--- src/rtl/icetap_scan_readout.sv ---
// icetap_scan_readout
//   Scan-domain serializer for recorded sample data. Fetches samples from the
//   capture RAM through a first/next request handshake. It zero-pads each sample
//   to a whole number of CHUNK_BITS and shifts it out MSB-first. A one-entry hold
//   buffer prefetches the next sample, so the bit stream has no gaps.
//
// Ports
//   scan_clk          clock
//   scan_reset        synchronous active-high reset
//   data_shift_update start/restart a readout; samples nr_samples
//   data_shift_ena    shift one bit out
//   data_shift_data   serial data, MSB-first (0 when nothing is loaded)
//   nr_samples        number of samples to read out
//   read_req_first    one-cycle pulse: read the first sample
//   read_req_next     one-cycle pulse: read the next sample
//   read_data         RAM data, valid READ_LATENCY cycles after a request
//   busy              readout in progress
//   done              all samples shifted out (sticky until update/reset)
//   underrun          sticky: shift requested while nothing was loaded
//   samples_shifted   count of fully shifted samples
module icetap_scan_readout #(
    parameter int unsigned NR_SIGNALS   = 16,
    parameter int unsigned RECORD_DEPTH = 256,
    parameter int unsigned CHUNK_BITS   = 8,
    parameter int unsigned READ_LATENCY = 1
) (
    input  logic                          scan_clk,
    input  logic                          scan_reset,
    input  logic                          data_shift_update,
    input  logic                          data_shift_ena,
    output logic                          data_shift_data,
    input  logic [$clog2(RECORD_DEPTH):0] nr_samples,
    output logic                          read_req_first,
    output logic                          read_req_next,
    input  logic [NR_SIGNALS-1:0]         read_data,
    output logic                          busy,
    output logic                          done,
    output logic                          underrun,
    output logic [$clog2(RECORD_DEPTH):0] samples_shifted
);

    localparam int unsigned CW = $clog2(RECORD_DEPTH) + 1;
    localparam int unsigned W  = ((NR_SIGNALS + CHUNK_BITS - 1) / CHUNK_BITS) * CHUNK_BITS;
    localparam int unsigned BW = (W > 1) ? $clog2(W) : 1;

    typedef enum logic [1:0] {StIdle, StFetch, StShift, StDone} state_e;

    state_e                  state_q;
    logic [W-1:0]            sr_q;
    logic                    sr_loaded_q;
    logic [BW-1:0]           bit_cnt_q;
    logic [W-1:0]            hold_q;
    logic                    hold_valid_q;
    logic [CW-1:0]           fetched_q;
    logic [CW-1:0]           nr_q;
    // One bit per cycle of read latency; the top bit marks read_data as valid.
    logic [READ_LATENCY-1:0] rd_vld_q;

    logic          shift_go;
    logic          last_bit;
    logic          capture;
    logic          load_empty;
    logic          refill;
    logic          hold_take;
    logic [CW-1:0] shifted_inc;

    always_comb begin
        shift_go    = data_shift_ena && sr_loaded_q && (state_q != StDone);
        last_bit    = (bit_cnt_q == BW'(W - 1));
        capture     = rd_vld_q[READ_LATENCY-1];
        load_empty  = !sr_loaded_q && hold_valid_q && (state_q != StDone);
        refill      = shift_go && last_bit && hold_valid_q;
        hold_take   = load_empty || refill;
        shifted_inc = samples_shifted + CW'(1);
    end

    assign data_shift_data = sr_loaded_q & sr_q[W-1];

    always_ff @(posedge scan_clk) begin
        if (scan_reset) begin
            state_q         <= StIdle;
            sr_q            <= '0;
            sr_loaded_q     <= 1'b0;
            bit_cnt_q       <= '0;
            hold_q          <= '0;
            hold_valid_q    <= 1'b0;
            fetched_q       <= '0;
            nr_q            <= '0;
            rd_vld_q        <= '0;
            read_req_first  <= 1'b0;
            read_req_next   <= 1'b0;
            busy            <= 1'b0;
            done            <= 1'b0;
            underrun        <= 1'b0;
            samples_shifted <= '0;
        end else if (data_shift_update) begin
            // Update wins over a simultaneous shift; clearing rd_vld_q drops any
            // read still in flight from the previous readout.
            nr_q            <= nr_samples;
            sr_q            <= '0;
            sr_loaded_q     <= 1'b0;
            bit_cnt_q       <= '0;
            hold_q          <= '0;
            hold_valid_q    <= 1'b0;
            rd_vld_q        <= '0;
            read_req_next   <= 1'b0;
            underrun        <= 1'b0;
            samples_shifted <= '0;
            if (nr_samples == '0) begin
                state_q        <= StDone;
                done           <= 1'b1;
                busy           <= 1'b0;
                read_req_first <= 1'b0;
                fetched_q      <= '0;
            end else begin
                state_q        <= StFetch;
                done           <= 1'b0;
                busy           <= 1'b1;
                read_req_first <= 1'b1;
                fetched_q      <= CW'(1);
            end
        end else begin
            read_req_first <= 1'b0;
            read_req_next  <= 1'b0;

            rd_vld_q[0] <= read_req_first | read_req_next;
            for (int i = 1; i < int'(READ_LATENCY); i++) begin
                rd_vld_q[i] <= rd_vld_q[i-1];
            end

            // Only one request is ever outstanding and it is only issued once the
            // hold buffer is empty, so capture never collides with a hold take.
            if (capture) begin
                hold_q       <= W'(read_data);
                hold_valid_q <= 1'b1;
            end

            if (load_empty) begin
                sr_q         <= hold_q;
                sr_loaded_q  <= 1'b1;
                bit_cnt_q    <= '0;
                hold_valid_q <= 1'b0;
                if (state_q == StFetch) begin
                    state_q <= StShift;
                end
            end

            if (shift_go) begin
                sr_q      <= sr_q << 1;
                bit_cnt_q <= bit_cnt_q + 1'b1;
                if (last_bit) begin
                    samples_shifted <= shifted_inc;
                    if (shifted_inc == nr_q) begin
                        state_q <= StDone;
                        done    <= 1'b1;
                        busy    <= 1'b0;
                    end
                    if (hold_valid_q) begin
                        sr_q         <= hold_q;
                        bit_cnt_q    <= '0;
                        hold_valid_q <= 1'b0;
                    end else begin
                        sr_loaded_q <= 1'b0;
                    end
                end
            end

            // Prefetch as soon as the hold buffer empties.
            if (hold_take && (fetched_q < nr_q)) begin
                read_req_next <= 1'b1;
                fetched_q     <= fetched_q + CW'(1);
            end

            if (data_shift_ena && busy && !sr_loaded_q) begin
                underrun <= 1'b1;
            end
        end
    end

endmodule
--- config.mk ---
export PLATFORM = sky130hd
export DESIGN_NAME = icetap_scan_readout
export DESIGN_NICKNAME = d
export VERILOG_FILES = /design/src/rtl/icetap_scan_readout.sv
export SDC_FILE = /design/constraint.sdc
export NUM_CORES = 1
export LEC_CHECK = 0
export BUFFER_PORTS_ARGS = -buffer_cell sky130_fd_sc_hd__buf_2
export CAP_MARGIN = 25
export CORE_ASPECT_RATIO = 0.9
export CORE_MARGIN = 4
export CORE_UTILIZATION = 45
export CTS_CLUSTER_SIZE = 20
export DETAILED_ROUTE_END_ITERATION = 8
export HOLD_SLACK_MARGIN = 0.06
export PLACE_DENSITY = 0.77
export SETUP_SLACK_MARGIN = 0.1
export SLEW_MARGIN = 25
export SYNTH_ARGS = -nofsm -noshare
export SYNTH_HDL_FRONTEND = slang
export SYNTH_SLANG_ARGS = --single-unit
--- constraint.sdc ---
create_clock -name scan_clk -period 2 [get_ports scan_clk]
set_input_delay 0.4 -clock scan_clk [delete_from_list [all_inputs] [get_ports scan_clk]]
set_output_delay 0.4 -clock scan_clk [all_outputs]
set_load 0.02 [all_outputs]
==> impl_metrics.yaml <==
synthesis:
  synth-adder-area-share_pct: 3.96
  yosys_register_bits: 73
  synthXorXnorAreaFrac_pct: 5.29
  muxShareOfSynthArea_pct: 12.7
  synth_compound_area_share_pct: 13.7
  sequential_fraction_of_the_synthesis_area_pct: 42.0
  post_synth_num_cell_types: 47
  synth_simple_gate_area_share_pct: 18.0
  synth_nets: 426
  ys_async_sr_fraction_pct: 0
  synth_top_family_by_area: "simple AND/OR/NAND/NOR gates"
  number_of_enable_type_register_cells_in_the_synthesized_netlist: 0
  netlist_area_mm2: 0.00348
  ys_dominant_reg_cell: "sky130_fd_sc_hd__dfxtp_1"
  syn_inst: 386
  yosysWarningCount: 0
  synth_top_area_cell: "sky130_fd_sc_hd__dfxtp_1"
  dominant_cells_by_area_after_synthesis: "sky130_fd_sc_hd__dfxtp_1 (42%), sky130_fd_sc_hd__mux2i_1 (12%), sky130_fd_sc_hd__nor2_1 (7.7%)"
  synth_top_area_share_pct: 42.0
  post_synth.cell_area_avg_um2: 9.01
global_route:
  grt_pass1_wl_mm: 13.3
  met1_usage_pct: 23.6
  first_global_vias: 2872
  number_of_antenna_violations_at_the_first_check_in_global_routing: 0
  largest_net_degree_at_the_start_of_global_routing: 39
  busiest_layer: "met2"
  grt.met2_usage_pct: 28.3
  gr-usage-met3_pct: 4.07
  grt_use_total_pct: 18.0
  grt-ovfl-total: 0
timing:
  setup_repair_after_global_routing_missed_its_margin: "yes"
  max_clock_freq_mhz: 513
  setup-violations-final: 0
  finalHoldViolations: 0
  final-max-slew-violation-count: 0
  slew-limit-headroom_pct: 71.3
  final.min_clock_period_ns: 1.95
  worst_pin_slew_ns: 0.431
  post-route-period-util_pct: 97.4
  finClkSkew_ns: 0.00962
placement:
  place.detailed.hpwl_mm: 5.52
  placed_cells_incl_taps: 527
  gp_congestion: 0.862
  numPortBuffers: 43
pwr:
  power-per-cell-area_mw_per_mm2: 656
  p_leak_nw: 1.80
  irDropWorstVdd_uv: 384
  totalPowerFinal_mw: 2.93
drt:
  number_of_routed_nets_with_antenna_violations: 0
  wire_length_per_cell_after_detailed_routing_um: 14.9
  route.detailed.vias_per_inst: 5.38
  drt_first_iter_violations: 153
  drt_drc_violations_left: 0
  firstDrtPassIters: 5
  drt_wl_total_mm: 8.21
  dr_total_vias: 2957
finish:
  fill_cells: 626
  final_cells: 550
  design.final.nets: 489
  drive_gt1_share_pct: 32.2
  layout-area-overhead-vs-synth_pct: 28.3
  diodes: 0
worst_hold_path:
  hold_path.class: "input port to flip-flop"
clocking:
  tritoncts: "built"
  clock_path_buffers: 2
  clock-sinks: 73
  cts.root.buffer_cell: "sky130_fd_sc_hd__clkbuf_8"
  ctsHtreeMaxLevel: 3
  cts_made_buffers: 9
  clock_insertion_delay_worst_skew_ns: 0.35
  clk_transition_reported_paths_ns: 0.08
  cts_hold_buf: 0
floorplan:
  core.rowCount: 30
  floorplan.initialDensity_pct: 46.1
  top_level_ports: 44
  die_h_um: 91.4
  core_footprint_mm2: 0.00754
  die_width_um: 101
  design.die.area_mm2: 0.00920
setup_path:
  worst-endpoint-arrival_ns: 2.24
  worst_setup_path_end_kind: "flip-flop"
  critical_path_class: "flip-flop to flip-flop"
  worst-endpoint-required_ns: 2.29
  critical_path.max_fanout: 5
  critical_path.startpoint_type: "flip-flop"
status:
  run_status: "complete, no violations"
run:
  maxCapViolations: 0
[worst max-delay path, stage by stage (launching register included)]
cell	delay, ns
sky130_fd_sc_hd__dfxtp_4	0.37
sky130_fd_sc_hd__ha_4	0.16
sky130_fd_sc_hd__nand2_4	0.07
sky130_fd_sc_hd__or4b_4	0.52
sky130_fd_sc_hd__o22ai_2	0.11
sky130_fd_sc_hd__nor2_2	0.07
sky130_fd_sc_hd__a2111oi_4	0.40
sky130_fd_sc_hd__o31a_1	0.18
[sequential cells by signal (all words and copies together) (netlist names)]
register and flops:
done 1, state_q 2, underrun 1, read_req_first 1
samples_shifted 9, sr_q 16, sr_loaded_q 1, nr_q 9
hold_q 16, busy 1, capture 1, hold_valid_q 1
read_req_next 1, fetched_q 9, bit_cnt_q 4
[power breakdown]
group          leakage [nW]  switching [mW]  total [mW]  internal [mW]
Clock                 0.100           0.589        1.18          0.586
Sequential            0.599          0.0224        1.50           1.47
Combinational          1.10           0.138       0.253          0.115
Total                  1.80           0.750        2.93           2.18
[Yosys cell counts, types with 5 or more instances]
library cell / count
sky130_fd_sc_hd__a211oi_1: 17
sky130_fd_sc_hd__a21oi_1: 14
sky130_fd_sc_hd__clkbuf_1: 15
sky130_fd_sc_hd__dfxtp_1: 73
sky130_fd_sc_hd__ha_1: 11
sky130_fd_sc_hd__inv_1: 16
sky130_fd_sc_hd__mux2i_1: 43
sky130_fd_sc_hd__nand2_1: 15
sky130_fd_sc_hd__nand2b_1: 5
sky130_fd_sc_hd__nand3_1: 10
sky130_fd_sc_hd__nor2_1: 71
sky130_fd_sc_hd__nor3_1: 7
sky130_fd_sc_hd__o21ai_0: 5
sky130_fd_sc_hd__xnor2_1: 14
sky130_fd_sc_hd__xor2_1: 7
[placed cells by master (no fill, tap or decap), drive strengths merged, types with 3 or more instances in the layout]
master,count
dfxtp,73
buf,73
nor2,71
mux2i,43
inv,18
a211oi,17
nand2,15
a21oi,15
xnor2,14
ha,11
nand3,10
clkbuf,9
nor3,7
xor2,7
o21ai,7
nand2b,5
and2,4
nand4,4
a31o,4
a2111oi,4
o21a,3
a21o,3
a31oi,3
and4,3
nor3b,3
clkinv,3
[repair_timing]
item / CTS / global route
pin swaps: 20 / 15
cloned: 0 / 0
setup buffers: 6 / 1
resized for setup: 30 / 20
endpoints found under the setup margin: 12 / 11
[logic make-up after synthesis]
| logic type | Yosys count |
|---|---|
| and+or+nand+nor | 135 |
| adders and majority gates | 11 |
| xor gates and xnor gates | 21 |
| muxes | 44 |
| DFF | 73 |
| AOI/OAI and AO/OA | 65 |
| buffers and inverters | 37 |
[stage by stage]
step                      setup TNS, ns  setup slack, ns  cell area, um2  hold slack, ns  utilization [%]
after floorplan                       0           0.0848            3530           0.460                -
after global placement                0           0.0616            3980           0.449             52.8
after detailed placement        -0.0193          -0.0124            3980           0.461             52.8
after CTS                             0           0.0553            4350           0.272             57.6
after global routing             -0.272          -0.0690            4460           0.287             59.1
final                                 0           0.0525            4460           0.275             59.1
[layout make-up]
type | instances | area, um2 | area share (%)
inverter | 16 | 60.1 | 1.35
timing repair buffer | 73 | 482 | 10.8
sequential | 73 | 1490 | 33.3
multi-input combinational | 276 | 2110 | 47.3
clock inverter | 7 | 77.6 | 1.74
clock buffer | 9 | 124 | 2.78
tap | 96 | 120 | 2.69
[path summary, 6_finish.rpt]
check	cells after the start	end	slack (ns)	startpoint
max	7	done$_SDFFE_PP0P_	0.05	samples_shifted[0]$_SDFFE_PP0P_
min	3	hold_q[12]$_SDFFE_PP0P_	0.27	read_data[12]
min reg2reg	2	capture$_SDFF_PP0_	0.48	read_req_first$_SDFF_PP0_
max reg2reg	7	done$_SDFFE_PP0P_	0.05	samples_shifted[0]$_SDFFE_PP0P_
[routing by layer]
metal  up-vias  share of wire, %
li1       1474                 -
met1      1407                46
met2        63                48
met3        13               4.5
met4         0               1.9
met5         -                 0
Power figures use the tool's default switching activity.
